[src/rtl/usb_rx_ctrl_param.sv]
// USB full-speed receive control unit: sequences SYNC/PID/payload/EOP, checks the PID
// complement, decodes token address/endpoint and strips the CRC16 from DATA packets.
module usb_rx_ctrl_param #(
    parameter int unsigned MAX_PAYLOAD = 64,
    parameter int unsigned ENDP_COUNT  = 1,
    parameter bit          ADDR_CHECK  = 1'b1
) (
    input  logic                               i_clk,
    input  logic                               i_n_rst,
    input  logic                               i_d_edge,
    input  logic                               i_shift_enable,
    input  logic                               i_byte_received,
    input  logic [7:0]                         i_rcv_data,
    input  logic                               i_eop,
    input  logic                               i_buffer_full,
    input  logic [6:0]                         i_dev_addr,
    output logic                               o_disable_timer,
    output logic                               o_rcving,
    output logic                               o_flush,
    output logic                               o_r_error,
    output logic                               o_w_enable,
    output logic [7:0]                         o_w_data,
    output logic [3:0]                         o_rx_packet,
    output logic                               o_rx_valid,
    output logic [6:0]                         o_token_addr,
    output logic [3:0]                         o_token_endp,
    output logic [$clog2(MAX_PAYLOAD+1)-1:0]   o_data_count
);

    localparam int unsigned CntW = $clog2(MAX_PAYLOAD + 1);
    localparam logic [CntW-1:0] MaxCnt = CntW'(MAX_PAYLOAD);

    typedef enum logic [3:0] {
        StIdle, StStart, StSyncWait, StSyncChk, StPidWait, StPidChk, StToken,
        StData, StHsEop, StDoneEop, StError, StErrEop, StEidle
    } state_t;

    state_t            r_state, w_state_d;
    logic              r_byte_dly;
    logic [3:0]        r_pid, w_pid_d;
    logic [7:0]        r_tok_b0, w_tok_b0_d;
    logic              r_tok_cnt, w_tok_cnt_d;
    logic [7:0]        r_h0, w_h0_d, r_h1, w_h1_d;
    logic [1:0]        r_dat_cnt, w_dat_cnt_d;
    logic [CntW-1:0]   r_data_count, w_data_count_d;
    logic [6:0]        r_token_addr, w_token_addr_d;
    logic [3:0]        r_token_endp, w_token_endp_d;
    logic              w_eop_bit;
    logic [6:0]        w_tok_addr;
    logic [3:0]        w_tok_endp;
    logic              w_tok_bad;

    // An EOP bit is deferred while a byte is pending so the byte is always handled first.
    assign w_eop_bit  = i_eop && i_shift_enable && !i_byte_received && !r_byte_dly;
    assign w_tok_addr = r_tok_b0[6:0];
    assign w_tok_endp = {i_rcv_data[2:0], r_tok_b0[7]};
    assign w_tok_bad  = (ADDR_CHECK && (w_tok_addr != i_dev_addr)) ||
                        ({28'd0, w_tok_endp} >= ENDP_COUNT);

    assign o_w_data     = r_h0;
    assign o_token_addr = r_token_addr;
    assign o_token_endp = r_token_endp;
    assign o_data_count = r_data_count;

    // State and datapath registers.
    always_ff @(posedge i_clk or negedge i_n_rst) begin
        if (!i_n_rst) begin
            r_state      <= StIdle;
            r_byte_dly   <= 1'b0;
            r_pid        <= 4'd0;
            r_tok_b0     <= 8'd0;
            r_tok_cnt    <= 1'b0;
            r_h0         <= 8'd0;
            r_h1         <= 8'd0;
            r_dat_cnt    <= 2'd0;
            r_data_count <= '0;
            r_token_addr <= 7'd0;
            r_token_endp <= 4'd0;
        end else begin
            r_state      <= w_state_d;
            r_byte_dly   <= i_byte_received;
            r_pid        <= w_pid_d;
            r_tok_b0     <= w_tok_b0_d;
            r_tok_cnt    <= w_tok_cnt_d;
            r_h0         <= w_h0_d;
            r_h1         <= w_h1_d;
            r_dat_cnt    <= w_dat_cnt_d;
            r_data_count <= w_data_count_d;
            r_token_addr <= w_token_addr_d;
            r_token_endp <= w_token_endp_d;
        end
    end

    // Next-state, datapath updates and state-decoded outputs.
    always_comb begin
        w_state_d       = r_state;
        w_pid_d         = r_pid;
        w_tok_b0_d      = r_tok_b0;
        w_tok_cnt_d     = r_tok_cnt;
        w_h0_d          = r_h0;
        w_h1_d          = r_h1;
        w_dat_cnt_d     = r_dat_cnt;
        w_data_count_d  = r_data_count;
        w_token_addr_d  = r_token_addr;
        w_token_endp_d  = r_token_endp;
        o_disable_timer = 1'b0;
        o_rcving        = 1'b1;
        o_flush         = 1'b0;
        o_r_error       = 1'b0;
        o_w_enable      = 1'b0;
        o_rx_valid      = 1'b0;
        o_rx_packet     = 4'd0;

        case (r_state)
            StIdle: begin
                o_disable_timer = 1'b1;
                o_rcving        = 1'b0;
                if (i_d_edge) w_state_d = StStart;
            end
            StStart: begin
                o_flush        = 1'b1;
                w_data_count_d = '0;
                w_tok_cnt_d    = 1'b0;
                w_dat_cnt_d    = 2'd0;
                w_h0_d         = 8'd0;
                w_h1_d         = 8'd0;
                w_state_d      = StSyncWait;
            end
            StSyncWait: begin
                if (i_byte_received) w_state_d = StSyncChk;
                else if (w_eop_bit)  w_state_d = StErrEop;
            end
            StSyncChk: begin
                w_state_d = (i_rcv_data == 8'h80) ? StPidWait : StError;
            end
            StPidWait: begin
                if (i_byte_received) w_state_d = StPidChk;
                else if (w_eop_bit)  w_state_d = StErrEop;
            end
            StPidChk: begin
                if (i_rcv_data[7:4] != ~i_rcv_data[3:0]) begin
                    w_state_d = StError;
                end else begin
                    w_pid_d = i_rcv_data[3:0];
                    case (i_rcv_data[3:0])
                        4'h1, 4'h9, 4'hD: w_state_d = StToken;
                        4'h3, 4'hB:       w_state_d = StData;
                        4'h2, 4'hA, 4'hE: w_state_d = StHsEop;
                        default:          w_state_d = StError;
                    endcase
                end
            end
            StToken: begin
                if (r_byte_dly) begin
                    if (!r_tok_cnt) begin
                        w_tok_b0_d  = i_rcv_data;
                        w_tok_cnt_d = 1'b1;
                    end else if (w_tok_bad) begin
                        w_state_d = StError;
                    end else begin
                        w_token_addr_d = w_tok_addr;
                        w_token_endp_d = w_tok_endp;
                        w_state_d      = StHsEop;
                    end
                end else if (w_eop_bit) begin
                    w_state_d = StErrEop;
                end
            end
            StData: begin
                if (r_byte_dly) begin
                    // Two-byte holdback: the oldest byte is released only once two newer
                    // bytes exist, so the trailing CRC16 is never written.
                    if (r_dat_cnt == 2'd2) begin
                        if (i_buffer_full || (r_data_count == MaxCnt)) begin
                            w_state_d = StError;
                        end else begin
                            o_w_enable     = 1'b1;
                            w_data_count_d = r_data_count + 1'b1;
                            w_h0_d         = r_h1;
                            w_h1_d         = i_rcv_data;
                        end
                    end else begin
                        w_h0_d      = r_h1;
                        w_h1_d      = i_rcv_data;
                        w_dat_cnt_d = r_dat_cnt + 2'd1;
                    end
                end else if (w_eop_bit) begin
                    w_state_d = (r_dat_cnt == 2'd2) ? StDoneEop : StErrEop;
                end
            end
            StHsEop: begin
                if (r_byte_dly)     w_state_d = StError;
                else if (w_eop_bit) w_state_d = StDoneEop;
            end
            StDoneEop: begin
                if (w_eop_bit) begin
                    o_rx_valid  = 1'b1;
                    o_rx_packet = r_pid;
                    w_state_d   = StIdle;
                end
            end
            StError: begin
                o_r_error = 1'b1;
                if (w_eop_bit) w_state_d = StErrEop;
            end
            StErrEop: begin
                o_r_error = 1'b1;
                o_rcving  = 1'b0;
                if (w_eop_bit) w_state_d = StEidle;
            end
            StEidle: begin
                o_r_error       = 1'b1;
                o_disable_timer = 1'b1;
                o_rcving        = 1'b0;
                if (i_d_edge) w_state_d = StStart;
            end
            default: begin
                w_state_d = StIdle;
            end
        endcase
    end

endmodule

[config.mk]
export PLATFORM = sky130hd
export DESIGN_NAME = usb_rx_ctrl_param
export DESIGN_NICKNAME = d
export VERILOG_FILES = /design/src/rtl/usb_rx_ctrl_param.sv
export SDC_FILE = /design/constraint.sdc
export NUM_CORES = 1
export LEC_CHECK = 0
export ABC_AREA = 1
export CORE_ASPECT_RATIO = 1.5
export CORE_UTILIZATION = 35
export DETAILED_ROUTE_END_ITERATION = 8
export SLEW_MARGIN = 10
export SYNTH_ARGS = -nofsm -noshare
export SYNTH_HDL_FRONTEND = slang
export SYNTH_SLANG_ARGS = --single-unit
[constraint.sdc]
create_clock -name i_clk -period 4.6 [get_ports i_clk]
set_input_delay 0.92 -clock i_clk [delete_from_list [all_inputs] [get_ports i_clk]]
set_output_delay 0.92 -clock i_clk [all_outputs]
set_load 0.02 [all_outputs]
==> results of run 1 <==
## metal layers
metal  part of all wire [%]  up-vias
li1                       -     1434
met3                    3.0       10
met5                      0        -
met4                    1.8        0
met1                     43     1292
met2                     52       54
## layout make-up
cell class,count,area (um^2),share of cell area [%]
timing repair buffer,58,573,14.7
inverter,54,210,5.39
multi-input combinational,309,1480,38.0
clock inverter,2,12.5,0.321
tap,107,134,3.43
sequential,54,1350,34.6
clock buffer,6,139,3.56
## state kept, by name, summed over array words and instances, names as in the netlist
register / flops
r_dat_cnt: 2
o_token_endp: 4
o_data_count: 7
r_byte_dly: 1
r_state: 4
r_h1: 8
r_tok_cnt: 1
r_tok_b0: 8
r_pid: 4
o_token_addr: 7
o_w_data: 8
## worst max-delay path: stages
cell,delay (ns)
clkdlybuf4s50_1,0.43
inv_1,0.13
nand4_1,0.24
nor3_1,0.45
inv_1,0.17
nor2_1,0.12
clkdlybuf4s50_1,0.61
## worst min path at each step
stage,startpoint,endpoint,slack (ns),cells past startpoint
after floorplan,r_h1[0],r_h1[0],0.44,2
after global placement,o_w_data[5],o_w_data[5],0.45,2
after detailed placement,o_token_addr[4],o_token_addr[4],0.46,2
after CTS,o_token_addr[4],o_token_addr[4],0.48,2
after global routing,o_w_data[3],o_w_data[3],0.49,2
final,o_token_addr[4],o_token_addr[4],0.47,2
## power by group through the flow
stage	logic (uW)	registers (uW)	clock network (uW)
4_1_cts	567	617	397
3_5_place_dp	565	625	0
3_3_place_gp	567	623	0
2_1_floorplan	414	597	0
5_1_grt	629	629	419
6_report	564	617	383
## kinds of logic after synthesis
logic type                 count (synthesis)  synth area share, %
AOI/OAI and AO/OA                         38                 7.18
xor gates and xnor gates                   6                 1.70
adders and majority gates                  3                 1.22
buffers and inverters                     58                 8.08
DFF                                       54                 43.8
and+or+nand+nor                          262                 38.0
## cell usage in the layout, fill, tap and decap left out, types with 3 or more instances in the layout
cell,Yosys,routed
xor2_1,4,4
nand2_1,175,175
o21ai_0,21,21
nand2_2,4,4
o22ai_1,3,3
clkdlybuf4s50_1,0,56
dfrtp_1,54,54
ha_1,3,3
nand2_4,4,4
clkbuf_16,0,5
nand4_1,11,11
nor2_4,6,6
nor2_1,32,32
inv_1,44,44
a21oi_1,6,6
nand3_1,18,18
inv_2,6,6
clkinv_2,2,3
o21ai_2,3,3
## metrics by stage
stage / worst slack, ns / util (%) / power, uW
3_5_place_dp: 0.608 / 44.3 / 1190
3_3_place_gp: 0.650 / 44.3 / 1190
4_1_cts: 0.589 / 46.1 / 1580
5_1_grt: 0.484 / 46.1 / 1680
6_report: 0.605 / 46.1 / 1560
2_1_floorplan: 1.46 / - / 1010
==> results.ini, run 1 <==
[critical_path]
end_kind = primary output
start_kind = input pin
worstPathMaxFanout = 6
critPathKind = in2out
rrSetupSlack_ns = 2.79
cp.arrival_ns = 3.07
r2r-start = r_state[2]
r2r_cells = 6
r2r-end = r_h1[1]
crit_required_ns = 3.68
endpoint = o_rx_packet[3]
setup.worst_path.start = i_byte_received

[place]
place_congestion = 0.857
dpl.hpwl_mm = 5.84
placed_cell_area_um2 = 3750
portBuffers = 57
dp_cells = 582

[synthesis]
syn_inst = 421
synth_nets = 446
syn_area_um2 = 3080
async_flop_share_pct = 100
synth.area.top_cells = dfrtp_1, nand2_1, inv_1
ys_ff_latch = 54
synth_common_cells = nand2_1, dfrtp_1, inv_1
synthFlopType = dfrtp_1
yosysTopAreaCell = dfrtp_1
synth_edf_count = 0
ys_types = 34
yosysSeqAreaShare_pct = 43.8
synth.avg_cell_area_um2 = 7.32
yosys.area.top_type_share_pct = 43.8
synth.most_common_cell = nand2_1
yosysWarnings = 0

[sta]
period_minus_slack_ns = 3.99
tns_ns = 0
max_freq_ghz = 0.250
setup_viol = 0
finalClockSkew_ns = 0.00459
slew_viol_final = 0
rsz0062_at_grt = false
finalCritPeriodShare_pct = 86.8
slew_headroom_pct = 55.2
worst_pin_slew_ns = 0.672
holdWs_ns = 0.469
hold_violations = 0

[power]
p_leak_uw = 0.00206
max-vdd-ir-drop_uv = 195
swShare_pct = 39.1
clkPwrFrac_pct = 24.5
p_seq_share_pct = 39.4
p_int_uw = 952
power_density_nw_per_um2 = 401
p_sw_uw = 612
combinationalPowerShare_pct = 36.1

[final_layout]
antenna_cells = 0
nets = 507
fill_cells = 867
final_area_um2 = 3900
syn_to_final_growth_pct = 26.6
drive_gt1_share_pct = 9.32
stdcell_count = 590

[global_routing]
overflow = 0
busiest_layer = met2
met1_usage_pct = 20.6
use_met3_pct = 2.79
met2_usage_pct = 32.6
antenna_found_initial = 0
grt_first_pass_wirelength_mm = 12.6
grt_start_max_net_pins = 34
grt_usage_pct = 17.8
grt_pass1_vias = 2613

[floorplanning]
coreArea_um2 = 8460
die_area_um2 = 9200
die_h_um = 117
rows = 41
die_w_um = 78.6
ios = 58
initial_core_util_pct = 36.4

[detailed_routing]
first_pass_iters = 4
initialDrtViolationCount = 165
drc_errors = 0
vias = 2790
antenna_left = 0
wire_per_inst_um = 12.9
vias_per_cell = 4.73
routed_wl_mm = 7.58

[clocking]
clkTransAtPathRegs_ns = 0.07
clockBufferDepth = 2
cts_tree = built
clk_latency_ns = 0.29
htreeDepth = 2
postCtsSetupBuffers = 0
root_buffer = clkbuf_16
cts_resized = 0
clock-sinks = 54
cts_made_buffers = 5
holdBufCountCts = 0

[run_status]
status = completed

[min_path]
hp-class = reg2reg

[run]
maxCapViolCount = 0

(Power assumes the default switching activity.)
==> run 2, diff against run 1 <==
--- a/config.mk
+++ b/config.mk
@@ -8,7 +8,9 @@
 export ABC_AREA = 1
 export CORE_ASPECT_RATIO = 1.5
 export CORE_UTILIZATION = 35
+export CTS_BUF_LIST = sky130_fd_sc_hd__clkbuf_4 sky130_fd_sc_hd__clkbuf_8
 export DETAILED_ROUTE_END_ITERATION = 8
+export GPL_TIMING_DRIVEN = 0
 export SLEW_MARGIN = 10
 export SYNTH_ARGS = -nofsm -noshare
 export SYNTH_HDL_FRONTEND = slang
==> results.ini, run 2 (same netlist as run 1, synthesis figures left out) <==
[final_layout]
mostFrequentLayoutCells = nand2_1, clkdlybuf4s50_1, dfrtp_1
layout_commonest_cell = nand2_1
fin_util_pct = 46.0  ; -0.12 points
antenna_cells = 0  ; unchanged
stdcell_count = 594  ; +0.68%
syn_to_final_growth_pct = 26.3
nets = 511  ; +0.79%
drive_gt1_share_pct = 10.1  ; +0.74 points

[detailed_routing]
initialDrtViolationCount = 162  ; -1.8%
vias_per_cell = 4.75  ; +0.36%
routed_wl_mm = 7.30  ; -3.7%
drc_errors = 0  ; unchanged
wire_per_inst_um = 12.3  ; -4.4%
first_pass_iters = 4  ; unchanged
antenna_left = 0  ; unchanged
vias = 2819  ; +1.0%

[global_routing]
overflow = 0  ; unchanged
antenna_found_initial = 0  ; unchanged
grt_usage_pct = 16.9  ; -0.92 points
grt_first_pass_wirelength_mm = 12.0  ; -4.1%
grt_start_max_net_pins = 29  ; -15%
grt_pass1_vias = 2554  ; -2.3%

[min_path]
hp-start = o_token_addr[2]
hp-class = reg2reg
min_to = o_token_addr[2]
hold_path_depth = 2  ; unchanged

[clocking]
clock-sinks = 54  ; unchanged
postCtsSetupBuffers = 0  ; unchanged
cts_resized = 0  ; unchanged
cts_tree = built
cts_made_buffers = 5  ; unchanged
clkTransAtPathRegs_ns = 0.09  ; +0.02 ns
holdBufCountCts = 0  ; unchanged
htreeDepth = 2  ; unchanged
root_buffer = clkbuf_8
clk_latency_ns = 0.32  ; +0.03 ns
clockBufferDepth = 2  ; unchanged

[critical_path]
r2r-end = r_state[3]
critPathSlowestCell = clkdlybuf4s50_1
crit_chain = clkdlybuf4s50_1, inv_1, nand4_1, nor3_1, inv_1, nor2_1, clkdlybuf4s50_1
rrSetupSlack_ns = 2.86  ; +0.07 ns
end_kind = primary output
slowest_delay_ns = 0.61  ; about the same
r2r-start = r_byte_dly
start_kind = input pin
worstPathMaxFanout = 6  ; unchanged
cp.arrival_ns = 3.17  ; +0.10 ns
crit_required_ns = 3.68  ; about the same
r2r_cells = 9  ; +3
critPathKind = in2out

[power]
report.power.total_uw = 1460  ; -6.8%
p_int_uw = 857  ; -9.9%
p_leak_uw = 0.00206  ; -0.17%
swShare_pct = 41.2  ; +2.0 points
p_seq_share_pct = 41.8  ; +2.4 points
power_density_nw_per_um2 = 374  ; -6.6%
p_sw_uw = 600  ; -1.9%
max-vdd-ir-drop_uv = 198  ; +1.3%
combinationalPowerShare_pct = 39.8  ; +3.7 points
clkPwrFrac_pct = 18.4  ; -6.1 points

[sta]
period_minus_slack_ns = 4.09  ; +0.0926 ns
setup_ws_ns = 0.513  ; -0.0926 ns
hold_violations = 0  ; unchanged
finalClockSkew_ns = 0.0109  ; +0.00629 ns
max_freq_ghz = 0.245  ; -2.3%
slew_viol_final = 0  ; unchanged
rsz0062_at_grt = false
slew_headroom_pct = 54.5  ; -0.65 points
tns_ns = 0  ; unchanged
setup_viol = 0  ; unchanged
finalCritPeriodShare_pct = 88.9  ; +2.0 points
worst_pin_slew_ns = 0.682  ; +0.00991 ns

[floorplanning]
initial_core_util_pct = 36.4  ; unchanged
ios = 58  ; unchanged
die_area_um2 = 9200  ; unchanged
die_w_um = 78.6  ; unchanged
rows = 41  ; unchanged
coreArea_um2 = 8460  ; unchanged
die_h_um = 117  ; unchanged

[place]
dpl.hpwl_mm = 5.74  ; -1.7%
portBuffers = 57  ; unchanged
dp_cells = 586  ; +0.69%
dp_slack_ns = 0.535  ; -0.0727 ns
place_congestion = 0.929  ; +8.5%

[run_status]
status = completed

[run]
maxCapViolCount = 0  ; unchanged

## run 2: changes by cell type in the layout (fill, tap and decap cells not counted)
cell	previous run	this run
buf_12	0	1
buf_2	1	2
buf_4	1	0
buf_6	0	3
clkbuf_16	5	0
clkbuf_8	1	5
clkinv_4	0	1
## run 2: worst max path at each step
stage	from	end	cells after the start
floorplan	i_byte_received	o_rx_packet[0]	5
global placement	i_byte_received	o_rx_packet[0]	7
detailed placement	i_byte_received	o_rx_packet[0]	7
CTS	i_byte_received	o_rx_packet[0]	7
global route	i_byte_received	o_rx_packet[1]	7
finish	i_byte_received	o_rx_packet[0]	7
## run 2: layout make-up
type / count / area, um^2
fill: 891 / 4570
multi-input combinational: 309 / 1480
sequential: 54 / 1350
timing repair buffer: 58 / 586
inverter: 54 / 210
tap: 107 / 134
clock buffer: 5 / 68.8
buffer: 4 / 38.8
clock inverter: 3 / 21.3
## run 2: power by group through the flow
stage / clock network, uW / registers, uW / logic [uW]
3_5_place_dp: 0 / 618 / 583
3_3_place_gp: 0 / 617 / 580
4_1_cts: 279 / 608 / 588
2_1_floorplan: 0 / 597 / 414
5_1_grt: 300 / 617 / 658
6_report: 269 / 608 / 580
## run 2: metrics by stage
step	hold slack, ns	area (um^2)
detailed placement	0.457	3800
global route	0.500	3890
global placement	0.453	3790
floorplan	0.442	3080
finish	0.476	3890
CTS	0.484	3890
## run 2: per-layer routing
| metal | GRT usage, % | part of all wire (%) | vias to the layer above | routed length (um) |
|---|---|---|---|---|
| met5 | 0 | 0 | - | 0 |
| li1 | - | - | 1448 | - |
| met4 | 7.65 | 2.6 | 0 | 192 |
| met1 | 19.8 | 42 | 1283 | 3070 |
| met2 | 30.3 | 51 | 72 | 3760 |
| met3 | 2.48 | 3.8 | 16 | 278 |
## run 2: critical path, delay by kind of cell
| family | cells | cell delay [ns] |
|---|---|---|
| simple gates | 3 | 0.87 |
| buf+inv | 4 | 1.37 |
==> run 3, diff against run 2 <==
--- a/config.mk
+++ b/config.mk
@@ -15,3 +15,4 @@
 export SYNTH_ARGS = -nofsm -noshare
 export SYNTH_HDL_FRONTEND = slang
 export SYNTH_SLANG_ARGS = --single-unit
+export TNS_END_PERCENT = 20
==> results of run 3 <==
Final layout, timing and power as in run 2 (identical DEF).
